[src/rtl/fdtd_pkg.sv]
// Shared definitions for the FDTD accelerator control blocks: scheduler state
// encoding and default sizing of the step and watchdog counters.
package fdtd_pkg;

    localparam int DEF_STEP_CNT_WIDTH = 16;
    localparam int DEF_WDOG_WIDTH     = 12;
    localparam int DEF_WDOG_LIMIT     = 4000;

    typedef enum logic [3:0] {
        S_IDLE      = 4'd0,
        S_ISSUE_HY  = 4'd1,
        S_WAIT_HY   = 4'd2,
        S_ISSUE_EZ  = 4'd3,
        S_WAIT_EZ   = 4'd4,
        S_ISSUE_SRC = 4'd5,
        S_WAIT_SRC  = 4'd6,
        S_NEXT_STEP = 4'd7,
        S_DONE      = 4'd8,
        S_ERR       = 4'd9
    } sched_state_e;

endpackage

[src/rtl/fdtd_step_sched.sv]
// Time-step scheduler: sequences Hy, Ez and source phases per step, waits for
// each write-back, counts steps and flags completion or a stalled phase.
module fdtd_step_sched
    import fdtd_pkg::*;
#(
    parameter int STEP_CNT_WIDTH = DEF_STEP_CNT_WIDTH,
    parameter int WDOG_WIDTH     = DEF_WDOG_WIDTH,
    parameter int WDOG_LIMIT     = DEF_WDOG_LIMIT
) (
    input  logic                      CLK,
    input  logic                      RST_N,
    input  logic                      start_i,
    input  logic                      abort_i,
    input  logic [STEP_CNT_WIDTH-1:0] step_num_i,
    input  logic [STEP_CNT_WIDTH-1:0] src_len_i,
    input  logic                      Hy_wb_done_i,
    input  logic                      Ez_wb_done_i,
    input  logic                      src_wb_done_i,
    input  logic                      irq_clr_i,
    output logic                      calc_Hy_flg_o,
    output logic                      calc_Ez_flg_o,
    output logic                      calc_src_flg_o,
    output logic                      busy_o,
    output logic                      done_o,
    output logic                      err_o,
    output logic                      irq_o,
    output logic [STEP_CNT_WIDTH-1:0] step_cnt_o
);

    localparam logic [WDOG_WIDTH-1:0]     WDOG_LIM_V = WDOG_WIDTH'(WDOG_LIMIT);
    localparam logic [WDOG_WIDTH-1:0]     WDOG_EXP_V = WDOG_WIDTH'(WDOG_LIMIT - 1);
    localparam logic [WDOG_WIDTH-1:0]     WDOG_ONE_V = WDOG_WIDTH'(1);
    localparam logic [STEP_CNT_WIDTH-1:0] STEP_ONE_V = STEP_CNT_WIDTH'(1);

    sched_state_e              state_r;
    sched_state_e              state_nxt_s;
    logic [STEP_CNT_WIDTH-1:0] step_num_r;
    logic [STEP_CNT_WIDTH-1:0] src_len_r;
    logic [STEP_CNT_WIDTH-1:0] step_cnt_r;
    logic [STEP_CNT_WIDTH-1:0] step_cnt_inc_s;
    logic [WDOG_WIDTH-1:0]     wdog_r;
    logic                      err_r;
    logic                      irq_r;
    logic                      abort_s;
    logic                      start_take_s;
    logic                      in_wait_s;
    logic                      in_issue_s;
    logic                      wdog_exp_s;
    logic                      enter_err_s;
    logic                      irq_set_s;

    assign abort_s        = abort_i && (state_r != S_IDLE);
    assign start_take_s   = start_i && !abort_s &&
                            ((state_r == S_IDLE) || (state_r == S_ERR));
    assign in_wait_s      = (state_r == S_WAIT_HY) || (state_r == S_WAIT_EZ) ||
                            (state_r == S_WAIT_SRC);
    assign in_issue_s     = (state_r == S_ISSUE_HY) || (state_r == S_ISSUE_EZ) ||
                            (state_r == S_ISSUE_SRC);
    assign wdog_exp_s     = (wdog_r >= WDOG_EXP_V);
    assign step_cnt_inc_s = step_cnt_r + STEP_ONE_V;
    assign enter_err_s    = (state_nxt_s == S_ERR) && (state_r != S_ERR);
    assign irq_set_s      = enter_err_s || ((state_r == S_DONE) && !abort_s);

    // Phase sequencing; abort overrides everything, a write-back beats the watchdog.
    always_comb begin
        state_nxt_s = state_r;
        if (abort_s) begin
            state_nxt_s = S_IDLE;
        end else begin
            case (state_r)
                S_IDLE, S_ERR: begin
                    if (start_i) begin
                        state_nxt_s = (step_num_i == '0) ? S_DONE : S_ISSUE_HY;
                    end else begin
                        state_nxt_s = state_r;
                    end
                end
                S_ISSUE_HY:  state_nxt_s = S_WAIT_HY;
                S_WAIT_HY: begin
                    if (Hy_wb_done_i)    state_nxt_s = S_ISSUE_EZ;
                    else if (wdog_exp_s) state_nxt_s = S_ERR;
                    else                 state_nxt_s = S_WAIT_HY;
                end
                S_ISSUE_EZ:  state_nxt_s = S_WAIT_EZ;
                S_WAIT_EZ: begin
                    if (Ez_wb_done_i) begin
                        state_nxt_s = (step_cnt_r < src_len_r) ? S_ISSUE_SRC : S_NEXT_STEP;
                    end else if (wdog_exp_s) begin
                        state_nxt_s = S_ERR;
                    end else begin
                        state_nxt_s = S_WAIT_EZ;
                    end
                end
                S_ISSUE_SRC: state_nxt_s = S_WAIT_SRC;
                S_WAIT_SRC: begin
                    if (src_wb_done_i)   state_nxt_s = S_NEXT_STEP;
                    else if (wdog_exp_s) state_nxt_s = S_ERR;
                    else                 state_nxt_s = S_WAIT_SRC;
                end
                S_NEXT_STEP: begin
                    state_nxt_s = (step_cnt_inc_s == step_num_r) ? S_DONE : S_ISSUE_HY;
                end
                S_DONE:      state_nxt_s = S_IDLE;
                default:     state_nxt_s = S_IDLE;
            endcase
        end
    end

    // State register.
    always_ff @(posedge CLK or negedge RST_N) begin
        if (!RST_N) state_r <= S_IDLE;
        else        state_r <= state_nxt_s;
    end

    // Run parameters are captured once per start; the step count stops at step_num.
    always_ff @(posedge CLK or negedge RST_N) begin
        if (!RST_N) begin
            step_num_r <= '0;
            src_len_r  <= '0;
            step_cnt_r <= '0;
        end else if (start_take_s) begin
            step_num_r <= step_num_i;
            src_len_r  <= src_len_i;
            step_cnt_r <= '0;
        end else if ((state_r == S_NEXT_STEP) && !abort_s) begin
            step_cnt_r <= step_cnt_inc_s;
        end else begin
            step_cnt_r <= step_cnt_r;
        end
    end

    // Per-phase watchdog: cleared on issue, counts while waiting, saturates at the limit.
    always_ff @(posedge CLK or negedge RST_N) begin
        if (!RST_N) begin
            wdog_r <= '0;
        end else if (in_issue_s) begin
            wdog_r <= '0;
        end else if (in_wait_s && (wdog_r < WDOG_LIM_V)) begin
            wdog_r <= wdog_r + WDOG_ONE_V;
        end else begin
            wdog_r <= wdog_r;
        end
    end

    // Sticky error and level interrupt; a set wins over a same-cycle clear.
    always_ff @(posedge CLK or negedge RST_N) begin
        if (!RST_N) begin
            err_r <= 1'b0;
            irq_r <= 1'b0;
        end else begin
            if (start_take_s)     err_r <= 1'b0;
            else if (enter_err_s) err_r <= 1'b1;
            else                  err_r <= err_r;

            if (irq_set_s)        irq_r <= 1'b1;
            else if (irq_clr_i)   irq_r <= 1'b0;
            else                  irq_r <= irq_r;
        end
    end

    assign calc_Hy_flg_o  = (state_r == S_ISSUE_HY);
    assign calc_Ez_flg_o  = (state_r == S_ISSUE_EZ);
    assign calc_src_flg_o = (state_r == S_ISSUE_SRC);
    assign done_o         = (state_r == S_DONE);
    assign busy_o         = (state_r != S_IDLE) && (state_r != S_ERR);
    assign err_o          = err_r;
    assign irq_o          = irq_r;
    assign step_cnt_o     = step_cnt_r;

endmodule

[config.mk]
export PLATFORM = sky130hd
export DESIGN_NAME = fdtd_step_sched
export DESIGN_NICKNAME = d
export VERILOG_FILES = /design/src/rtl/fdtd_pkg.sv /design/src/rtl/fdtd_step_sched.sv
export SDC_FILE = /design/constraint.sdc
export NUM_CORES = 1
export LEC_CHECK = 0
export BUFFER_PORTS_ARGS = -buffer_cell sky130_fd_sc_hd__buf_2
export CAP_MARGIN = 30
export CORE_ASPECT_RATIO = 0.5
export CORE_UTILIZATION = 57
export DETAILED_ROUTE_END_ITERATION = 7
export PLACE_DENSITY = 0.82
export SLEW_MARGIN = 20
export SYNTH_ARGS = -nofsm -noshare
export SYNTH_HDL_FRONTEND = slang
export SYNTH_SLANG_ARGS = --single-unit
export TNS_END_PERCENT = 100
[constraint.sdc]
create_clock -name CLK -period 2.7 [get_ports CLK]
set_input_delay 0.405 -clock CLK [delete_from_list [all_inputs] [get_ports CLK]]
set_output_delay 0.405 -clock CLK [all_outputs]
set_load 0.05 [all_outputs]
Word-level counts from Yosys, hierarchy flattened --
Cells that the tools add are included.
Storage, ports and cells: bits in registers 66, bits of input ports 40, word-level logic and storage cells 67
Operators by class: add/subtract/negate cells 2, order comparisons 3, equal/unequal tests 12, mux-type cells 20, reductions and logical operators 23
Operator list (count):
- $mux W4 | 10
- $mux W16 | 2
- $pmux W4 S8 | 1
- $mux W12 | 2
- $add A16 B1 Y16 const B | 1
- $eq A16 B16 Y1 | 1
- $eq A4 B3 Y1 const B | 4
- $logic_not A16 Y1 | 1
- $lt A16 B16 Y1 | 1
- $add A12 B1 Y12 const B | 1
- $eq A4 B4 Y1 const B | 3
- $ge A12 B12 Y1 const B | 1
- $lt A12 B12 Y1 const B | 1
- $eq A4 B2 Y1 const B | 2
- $logic_and A1 B1 Y1 | 8
- $reduce_bool A2 Y1 | 4
- $logic_or A1 B1 Y1 | 6
- $eq A4 B1 Y1 const B | 1
- $logic_not A4 Y1 | 1
- $mux W1 | 4
- $ne A4 B4 Y1 const B | 1
- $reduce_bool A4 Y1 | 1
- $mux W2 | 1
- $reduce_or A2 Y1 | 1
- $logic_not A1 Y1 | 1

Longest topological paths before layout --
Gate-level depths: netlist of run 1.
word-level depth 9, depth in mapped cells 9, mapped depth without buffers 8

Worst setup path before layout of run 1 --
Ideal clock, no wire load.
path kind register -> register, from reg state_r[3], to reg irq_r, in the netlist irq_o, data arrival time 2.570 ns, data required time 2.574 ns, setup slack 0.004 ns, cell stages (with the launch flop) 7, path buffers 1, clock period less this slack 2.696 ns, cells stage by stage dfrtp_1 -> clkbuf_1 -> inv_1 -> o21ai_0 -> o22ai_1 -> and3b_1 -> a221o_1
On the way: cells in the longest elaborated chain, start to end 8
Ends and longest elaborated chain:
- start, declared | RTL line fdtd_step_sched.sv:35 | sched_state_e state_r;
- start signal, assigned | RTL line fdtd_step_sched.sv:112 | else state_r <= state_nxt_s;
- $eq A4 B4 Y1 / $logic_not A4 Y1 (equally long branches) | RTL line fdtd_step_sched.sv:70 | case (state_r)
- $reduce_or A2 Y1 | RTL line fdtd_step_sched.sv:70
- $pmux W4 S8 | RTL line fdtd_step_sched.sv:70
- $mux W4 | RTL line fdtd_step_sched.sv:67 | if (abort_s) begin
- $eq A4 B4 Y1 | RTL line fdtd_step_sched.sv:61 | assign enter_err_s = (state_nxt_s == S_ERR) && (state_r != S_ERR);
- $logic_and A1 B1 Y1 | RTL line fdtd_step_sched.sv:61
- $logic_or A1 B1 Y1 * | RTL line fdtd_step_sched.sv:62 | assign irq_set_s = enter_err_s || ((state_r == S_DONE) && !abort_s);
- $mux W1 / $reduce_bool A2 Y1 (equally long branches)
- end signal, assigned | RTL line fdtd_step_sched.sv:157 | else irq_r <= irq_r;
- end, declared | RTL line fdtd_step_sched.sv:43 | logic irq_r;
Every way passes the cells marked *; elsewhere a longest branch is shown, timed or not. A chain may end at the register's enable or synchronous reset.

Final worst setup path of run 1 --
from reg step_cnt_r[1], in the netlist step_cnt_o[1], to reg state_r[3]
On the way: cells in the longest elaborated chain, start to end 5
Ends and longest elaborated chain:
- start, declared | RTL line fdtd_step_sched.sv:39 | logic [STEP_CNT_WIDTH-1:0] step_cnt_r;
- start signal, assigned | RTL line fdtd_step_sched.sv:126 | step_cnt_r <= step_cnt_inc_s;
- start signal, assigned | RTL line fdtd_step_sched.sv:128 | step_cnt_r <= step_cnt_r;
- $add A16 B1 Y16 | RTL line fdtd_step_sched.sv:60 | assign step_cnt_inc_s = step_cnt_r + STEP_ONE_V;
- $eq A16 B16 Y1 | RTL line fdtd_step_sched.sv:101 | state_nxt_s = (step_cnt_inc_s == step_num_r) ? S_DONE : S_ISSUE_HY;
- $mux W4 | RTL line fdtd_step_sched.sv:101
- $pmux W4 S8 | RTL line fdtd_step_sched.sv:70
- $mux W4 | RTL line fdtd_step_sched.sv:67
- via state_nxt_s[3] | RTL line fdtd_step_sched.sv:36 | sched_state_e state_nxt_s;
The timed path passes the listed nets, and every way through them passes these cells.

==> metrics.md, run 1 <==
| Metric | Value |
|---|---|
| Status | finished clean |
| Post-route ant nets | 0 |
| Detailed Place HPWL | around 6.5 mm |
| Switch Pwr | 1345 µW |
| CP Data Arrival Time | between 2 and 3 ns |
| Syn Inst Count | ~420 |
| Via count | 3283 |
| Placer congestion estimate | 0.8541 |
| Clk_lat worst skew | 0.33 ns |
| Clock transition at the registers of the reported paths | 0.05 ns |
| H-tree Lvls | 3 |
| Placed cell area | around 0.0044 mm² |
| CTS Sinks | 66 |
| Antenna Diode Count | 0 |
| Hold Crit Class | primary input to asynchronous set/reset pin |
| Final WL | 9.207 mm |
| Post-synth top area cell | dfrtp_1 |
| Share of cells above drive strength 1 | 0.2737 |
| VDD IR max | roughly 0.36 mV |
| Number of global-route vias before repair | between 3000 and 4000 |
| R2R Path Start | step_cnt_o[1]$_DFFE_PN0P_ |
| Flop-to-flop setup slack | a little under 0.2 ns |
| Fin area | 0.004787 mm² |
| Internal | 3001 µW |
| Ys async rst share | 1.000 |
| FF+latch count, synth | 66 |
| CTS tree | yes |
| Setup repair bufs after CTS | 0 |
| Sw Share | 0.3094 |
| Final Hold Viols | 0 |
| Die height | 61.05 µm |
| Worst-path cell with the longest stage delay | or4_1 |
| Area contributors post-synth | dfrtp_1, mux2_2, ha_1 |
| Startpoint Class | register |
| Initial antenna violation count | 0 |
| Fmax | between 300 and 400 MHz |
| Sequential share of power | 0.349 |
| Die ar. | 0.007332 mm² |
| Crit path max fanout | 7 |
| Largest net degree at the start of global routing | 67 |
| Synthesized area | 0.003975 mm² |
| Starting density of the core | 0.5933 |
| Most used DFF post-synth | dfrtp_1 |
| Core area | 0.006700 mm² |
| Drc violations | 0 |
| TNS Setup | 0 ns |
| Most common cell in the synthesized netlist | dfrtp_1 |
| Sequential area share after synthesis | 0.4155 |
| Clock power share | 0.348 |
| CTS root buf | clkbuf_16 |
| Drt initial violations | 174 |
| Syn Area/Cell | 9.555 µm² |
| Critical Path RT | 2.97 ns |
| First-pass GRT wire length | 14.72 mm |
| Clock Skew | 0.004141 ns |
| Final net count | 538 |
| Num rows | 21 |
| DR vias/cell | around 5.7 |
| Final Max Slew Viols | 0 |
| CP peak stage delay | ~0.52 ns |
| Endpoints failing setup | 0 |
| Tot GR Track Use | 0.2695 |
| Comb power frac | 0.304 |
| Longest Clk Path Bufs | 2 |
| Port bufs | 62 |
| Wire per inst | 15.93 µm |
| RSZ-0062 raised after global routing | false |
| Crit. End Element | register |
| Slew at the pin closest to its max-slew limit | between 0.8 and 0.9 ns |
| Static leakage | about 0.0023 µW |
| Tmin final | 2.502 ns |
| WS Path Type | register to register |
| Yosys cell types | 52 |
| DR pass1 iterations | 4 |
| Overall die width | 120.1 µm |
| Crit-path cells | ha_1, nand3_1, nor2_1, a21oi_1, or4_1, nor4_2, a22o_1 |
| Rel. slew slack | 0.4477 |
| Mapped Nets | 473 |
| R2r worst-path depth | 7 |
| P&R area growth vs syn | 20.43% |
| Post-synth EDFFs | 0 |
| PwrDens | 907.8 mW/mm² |
| Fin crit share | 0.9268 |
| Hold buffers post-CTS | 0 |
| Max Cap Viol | 0 |
| Synth cell count leaders | dfrtp_1, nand2_1, nor2_1 |
| Gr ovfl total | 0 |
| I/O pin count | 63 |
| Yosys top cell area share | 0.4155 |
| Post-CTS sizing | 0 |
| CTS Buf Count | 9 |
| Critical R2R Capture | state_r[3]$_DFF_PN0_ |
| Yosys warning count | 0 |
## layout make-up
cell class | instances | area (µm²)
repair buffers | 74 | 400.4
fillers | 502 | 1913
well taps | 92 | 115.1
clock buffers | 11 | 232.7
clock inverters | 5 | 150.1
multi-input cells | 308 | 2155
inverters | 22 | 82.58
flip-flops and latches | 66 | 1652
## stage by stage
| step | total power, µW | hold WS (ns) | cells | setup slack [ns] | util |
|---|---|---|---|---|---|
| after detailed placement | 2835 | 0.4935 | 562 | 0.1637 | 0.6564 |
| final | 4346 | 0.2492 | 578 | 0.1978 | 0.7145 |
| after CTS | 4368 | 0.2905 | 578 | 0.1476 | 0.7135 |
| after floorplan | 2491 | 0.1094 | 416 | 0.003568 | - |
| after global placement | 2774 | 0.4869 | 562 | 0.3048 | 0.6564 |
| after global routing | 4577 | 0.3017 | 578 | 0.01011 | 0.7145 |
## critical path: cells and delay by family (launching register included)
family	cells	cell delay, ns
and+or+nand+nor	4	1.31
AOI/OAI and AO/OA	2	0.30
adders and majority gates	1	0.34
DFF	1	0.49
## per-layer routing
| metal | up-vias | part of all wire | track usage |
|---|---|---|---|
| li1 | 1598 | - | - |
| met2 | 85 | 0.48 | 0.4516 |
| met3 | 14 | 0.059 | 0.08056 |
| met5 | - | 0 | 0 |
| met1 | 1586 | 0.45 | 0.3407 |
| met4 | 0 | 0.016 | 0.1018 |
## power by group through the flow
stage          sequential, µW  combinational (µW)  clock [µW]
3_3_place_gp             1500                1270           0
3_5_place_dp             1520                1310           0
5_1_grt                  1550                1460        1570
6_report                 1520                1320        1510
2_1_floorplan            1430                1070           0
4_1_cts                  1510                1320        1530
## registers in the layout, indices dropped and copies added, names as in the netlist
register / count
step_cnt_o: 16
state_r: 4
src_len_r: 16
step_num_r: 16
irq_o: 1
err_o: 1
wdog_r: 12
## layout by cell type, fill, tap and decap left out, types with 3 or more instances in the layout
cell	Yosys	final
a22o_1	3	3
nand4_1	11	11
nand3_1	16	16
buf_2	2	62
nor3_1	10	10
buf_4	2	12
mux2_2	33	33
a21oi_1	18	18
o21ai_0	29	29
nand2b_1	5	5
or4_1	4	4
a21o_1	6	6
inv_1	22	22
nand2_1	40	40
bufinv_16	0	5
nor2_1	34	34
or3_1	4	4
clkbuf_16	0	9
ha_1	17	17
dfrtp_1	66	66
xor2_1	16	16
a31oi_1	3	3
xnor2_1	20	20
## logic make-up after synthesis
kind of cell             after synthesis  synth area share
AO/OA/AOI/OAI                         77            0.1199
flip-flops                            66            0.4155
adder cells (fa/ha/maj)               17           0.05351
buffers and inverters                 42           0.04406
AND/OR/NAND/NOR                      144            0.1917
XOR/XNOR                              36           0.07932
multiplexers                          34           0.09600
## how the worst max path moves through the flow
stage	start	to	slack, ns	cells past startpoint
floorplan	state_r[3]$_DFF_PN0_	irq_o$_DFFE_PN0P_	0.004	6
global placement	step_cnt_o[1]$_DFFE_PN0P_	state_r[3]$_DFF_PN0_	0.30	8
detailed placement	step_cnt_o[1]$_DFFE_PN0P_	state_r[0]$_DFF_PN0_	0.16	8
CTS	step_cnt_o[1]$_DFFE_PN0P_	state_r[3]$_DFF_PN0_	0.15	8
global route	step_cnt_o[1]$_DFFE_PN0P_	state_r[3]$_DFF_PN0_	0.01	8
finish	step_cnt_o[1]$_DFFE_PN0P_	state_r[3]$_DFF_PN0_	0.20	7
No activity file was read; power rests on OpenSTA's default activity.
==> run 2, diff against run 1 <==
- CORE_UTILIZATION: 57 -> 58
- PLACE_DENSITY: 0.82 -> 0.83
- clock period: 2.7 -> 3.2 ns (I/O delays scaled with it)
==> metrics.md, run 2 (synthesis results as in run 1) <==
| Metric | Value |
|---|---|
| Share of cells above drive strength 1 | 0.2646 |
| Final WL | 9.008 mm |
| Tmin final | 2.729 ns |
| Setup repair bufs after CTS | 0 |
| Crit-path cells | ha_1, nand3_1, nor2_1, a21oi_1, or4_1, nor4_2, o21ai_0 |
| Initial antenna violation count | 0 |
| Crit path max fanout | 9 |
| Fmax | 366.4 MHz |
| Status | finished clean |
| Sw Share | 0.3368 |
| I/O pin count | 63 |
| Final net count | 533 |
| Rel. slew slack | 0.3898 |
| Die ar. | 0.007209 mm² |
| Via count | 3269 |
| Drt initial violations | 155 |
| Clock transition at the registers of the reported paths | approximately 0.050 ns |
| Static leakage | 0.002229 µW |
| Longest Clk Path Bufs | 2 |
| DR pass1 iterations | 5 |
| CTS Buf Count | 9 |
| Gr ovfl total | 0 |
| Antenna Diode Count | 0 |
| R2R Path Start | step_cnt_o[0]$_DFFE_PN0P_ |
| CP peak stage delay | 0.52 ns |
| Final WS setup | between 0.4 and 0.5 ns |
| Port bufs | 62 |
| Starting density of the core | 0.6279 |
| Final Hold Viols | 0 |
| RSZ-0062 raised after global routing | false |
| P&R area growth vs syn | 16.40% |
| Switch Pwr | 1100 µW |
| Final Max Slew Viols | 0 |
| Commonest non-fill, non-tap cells in the layout | dfrtp_1, buf_2, nand2_1 |
| Crit. End Element | register |
| VDD IR max | 0.4818 mV |
| CP startpoint | step_cnt_o[0]$_DFFE_PN0P_ |
| Max Cap Viol | 0 |
| TNS Setup | 0 ns |
| CTS Sinks | 66 |
| Endpoints failing setup | 0 |
| Num rows | 20 |
| CTS tree | yes |
| Post-route ant nets | 0 |
| Core area | 0.006331 mm² |
| Comb power frac | 0.337 |
| Fin area | 0.004627 mm² |
| Startpoint Class | register |
| Die height | 60.54 µm |
| Fin crit share | 0.8530 |
| DR vias/cell | 5.755 |
| Number of global-route vias before repair | 3104 |
| Tot GR Track Use | 0.2751 |
| Slew at the pin closest to its max-slew limit | 0.9153 ns |
| Post-CTS sizing | 0 |
| PwrDens | 705.7 mW/mm² |
| Commonest non-fill, non-tap cell in the layout | dfrtp_1 |
| Largest net degree at the start of global routing | 27 |
| CP Data Arrival Time | 2.93 ns |
| First-pass GRT wire length | 14.92 mm |
| Placed cell area | 0.004355 mm² |
| Detailed Place HPWL | 6.580 mm |
| Clock Skew | ~0.0049 ns |
| Clock power share | 0.272 |
| H-tree Lvls | 3 |
| Worst-path cell with the longest stage delay | dfrtp_1 |
| Hold buffers post-CTS | 0 |
| Internal | roughly 2200 µW |
| Hold Crit Class | primary input to asynchronous set/reset pin |
| Clk_lat worst skew | 0.33 ns |
| WS Path Type | register to register |
| Sequential share of power | 0.391 |
| Critical Path RT | approximately 3.4 ns |
| Power consumption | 3265 µW |
| Overall die width | 119.1 µm |
| Drc violations | 0 |
| Placer congestion estimate | 0.9052 |
| Place WS | 0.4516 ns |
| CTS root buf | clkbuf_16 |
| Wire per inst | approximately 16 µm |
## run 2: changes by cell type in the layout (fill, tap and decap cells not counted)
cell	previous run	this run
clkbuf_1	2	1
nor4_2	2	1
bufinv_16	5	0
nor4_1	2	3
clkinv_2	0	3
buf_4	12	7
clkbuf_8	0	2
## run 2: critical path, delay by kind of cell (launching register included)
| family | cells | cell delay, ns |
|---|---|---|
| flip-flops | 1 | 0.52 |
| AND/OR/NAND/NOR | 4 | 1.53 |
| AO/OA/AOI/OAI | 2 | 0.23 |
| adder cells (fa/ha/maj) | 1 | 0.32 |
## run 2: worst paths after layout
| path | end | slack (ns) | cells past startpoint |
|---|---|---|---|
| worst max-delay path | state_r[0]$_DFF_PN0_ | 0.47 | 7 |
| worst min register to register | src_len_r[13]$_DFFE_PN0P_ | 0.50 | 1 |
| worst min-delay path | wdog_r[1]$_DFFE_PN0P_ | 0.09 | 1 |
| min in group CLK | src_len_r[3]$_DFFE_PN0P_ | 0.37 | 2 |
| max in group asynchronous | src_len_r[13]$_DFFE_PN0P_ | 2.40 | 2 |
| worst max register to register | state_r[0]$_DFF_PN0_ | 0.47 | 7 |
## run 2: layout make-up
type | count | area, µm²
multi-input combinational | 308 | 2148
tap | 88 | 110.1
inverter | 22 | 82.58
clock buffer | 12 | 256.5
fill | 491 | 1704
sequential | 66 | 1652
clock inverter | 3 | 15.01
timing repair buffer | 69 | 362.8
## run 2: layer usage
layer  vias to the layer above  GRT usage  part of all wire
li1                       1588          -                 -
met1                      1577     0.3678              0.47
met2                        92     0.4369              0.46
met3                        12    0.09023             0.060
met4                         0    0.08137            0.0083
met5                         -          0                 0
## run 2: through the flow
stage                     std cells    util  hold slack, ns
after floorplan                 416       -          0.1844
after global placement          553  0.6879          0.4411
after detailed placement        553  0.6879          0.4449
after CTS                       568  0.7308         0.08832
after global routing            568  0.7308          0.1136
final                           568  0.7308         0.08864
## run 2: power by group through the flow
stage | Sequential [µW] | Combinational [µW] | Clock, µW
after floorplan | 1200 | 899 | 0
after global placement | 1270 | 1060 | 0
after detailed placement | 1280 | 1090 | 0
after CTS | 1270 | 1110 | 911
after global routing | 1310 | 1220 | 945
final | 1280 | 1100 | 889
==> run 3, diff against run 2 <==
- RECOVER_POWER: default -> 25
==> metrics.md, run 3 (synthesis results as in run 1) <==
| Metric | Value |
|---|---|
| Status | finished clean |
| Tmin final | about 2.7 ns |
| I/O pin count | 63 |
| Commonest non-fill, non-tap cells in the layout | dfrtp_1, buf_2, nand2_1 |
| Final WL | 9.063 mm |
| Place WS | 0.4516 ns |
| Die ar. | just over 0.007 mm² |
| Share of cells above drive strength 1 | 0.2604 |
| Fmax | ~360 MHz |
| Slew at the pin closest to its max-slew limit | 1.196 ns |
| Detailed Place HPWL | roughly 6.6 mm |
| Post-route ant nets | 0 |
| Port bufs | 62 |
| Static leakage | approximately 0.0022 µW |
| Clk_lat worst skew | 0.33 ns |
| Crit path max fanout | 9 |
| CTS root buf | clkbuf_16 |
| Tot GR Track Use | 0.2751 |
| Rel. slew slack | 0.2025 |
| CTS tree | yes |
| Final Hold Viols | 0 |
| DR vias/cell | 5.782 |
| Final net count | between 500 and 600 |
| Drt initial violations | 162 |
| Core area | roughly 0.0063 mm² |
| Commonest non-fill, non-tap cell in the layout | dfrtp_1 |
| Drc violations | 0 |
| First-pass GRT wire length | 14.92 mm |
| CTS Buf Count | 9 |
| Crit. End Element | register |
| Clock transition at the registers of the reported paths | 0.05 ns |
| Post-CTS sizing | 0 |
| RSZ-0062 raised after global routing | false |
| Endpoints failing setup | 0 |
| Critical Path RT | around 3.4 ns |
| WS Path Type | register to register |
| Num rows | 20 |
| Antenna Diode Count | 0 |
| Die height | 60.54 µm |
| Startpoint Class | register |
| Via count | 3284 |
| Clock Skew | 0.005581 ns |
| H-tree Lvls | 3 |
| CTS Sinks | 66 |
| Number of global-route vias before repair | 3104 |
| Final WS setup | 0.4552 ns |
| Largest net degree at the start of global routing | 27 |
| VDD IR max | just under 0.5 mV |
| Starting density of the core | 0.6279 |
| Fin crit share | 0.8577 |
| Fillers | 491 |
| Max Cap Viol | 0 |
| Final Max Slew Viols | 0 |
| Initial antenna violation count | 0 |
| P&R area growth vs syn | 16.27% |
| Hold Crit Class | primary input to asynchronous set/reset pin |
| Placer congestion estimate | approximately 0.91 |
| Hold buffers post-CTS | 0 |
| Longest Clk Path Bufs | 2 |
| Gr ovfl total | 0 |
| PwrDens | slightly above 700 mW/mm² |
| TNS Setup | 0 ns |
| Setup repair bufs after CTS | 0 |
| CP Data Arrival Time | ~2.9 ns |
| Overall die width | 119.1 µm |
| DR pass1 iterations | 5 |
| Wire per inst | approximately 16 µm |
run 3: changes by cell type in the layout (fill, tap and decap cells not counted):
cell,change
buf_4,-1
clkbuf_1,+2
buf_2,-1
run 3: layout make-up:
cell class,count,area (µm²),area share
Inverter,22,82.58,0.01787
Multi-Input combinational cell,308,2148,0.4648
Tap cell,88,110.1,0.02382
Clock buffer,12,256.5,0.05550
Clock inverter,3,15.01,0.003249
Timing Repair Buffer,69,357.8,0.07742
Sequential cell,66,1652,0.3573
run 3: routing by layer:
layer,part of all wire,vias up,GRT usage
li1,-,1590,-
met1,0.47,1580,0.3678
met2,0.46,99,0.4369
met3,0.060,15,0.09023
met4,0.011,0,0.08137
met5,0,-,0
run 3: worst max-delay path, cell delays in order (launching register included):
cell and delay (ns):
dfrtp_1 0.52, ha_1 0.32, nand3_1 0.31, nor2_1 0.29, a21oi_1 0.10, or4_1 0.52, nor4_2 0.42, o21ai_0 0.13
run 3: report_power, final:
part	internal, µW	leakage (µW)	switching [µW]
clock	557	0.000138	333
combinational	534	0.00124	566
sequential	1070	0.000846	202
total	2160	0.00222	1100
run 3: path summary, 6_finish.rpt:
check                                          start                         to  slack [ns]  cells past startpoint
setup / recovery           step_cnt_o[0]$_DFFE_PN0P_       state_r[0]$_DFF_PN0_        0.46                      7
hold / removal                                 RST_N          err_o$_DFFE_PN0P_        0.32                      1
setup reg to reg           step_cnt_o[0]$_DFFE_PN0P_       state_r[0]$_DFF_PN0_        0.46                      7
hold reg to reg            src_len_r[13]$_DFFE_PN0P_  src_len_r[13]$_DFFE_PN0P_        0.50                      1
max in group asynchronous                      RST_N  src_len_r[12]$_DFFE_PN0P_        1.25                      2
min in group CLK                        src_len_i[3]   src_len_r[3]$_DFFE_PN0P_        0.38                      2
run 3: metrics by stage:
stage	std cells	total power (µW)	hold slack, ns	utilization	area, µm²
2_1_floorplan	416	2102	0.1844	-	3975
3_3_place_gp	553	2331	0.4411	0.6879	4355
3_5_place_dp	553	2376	0.4449	0.6879	4355
4_1_cts	568	3289	0.08832	0.7308	4627
5_1_grt	568	3472	0.3706	0.7300	4622
6_report	568	3266	0.3188	0.7300	4622
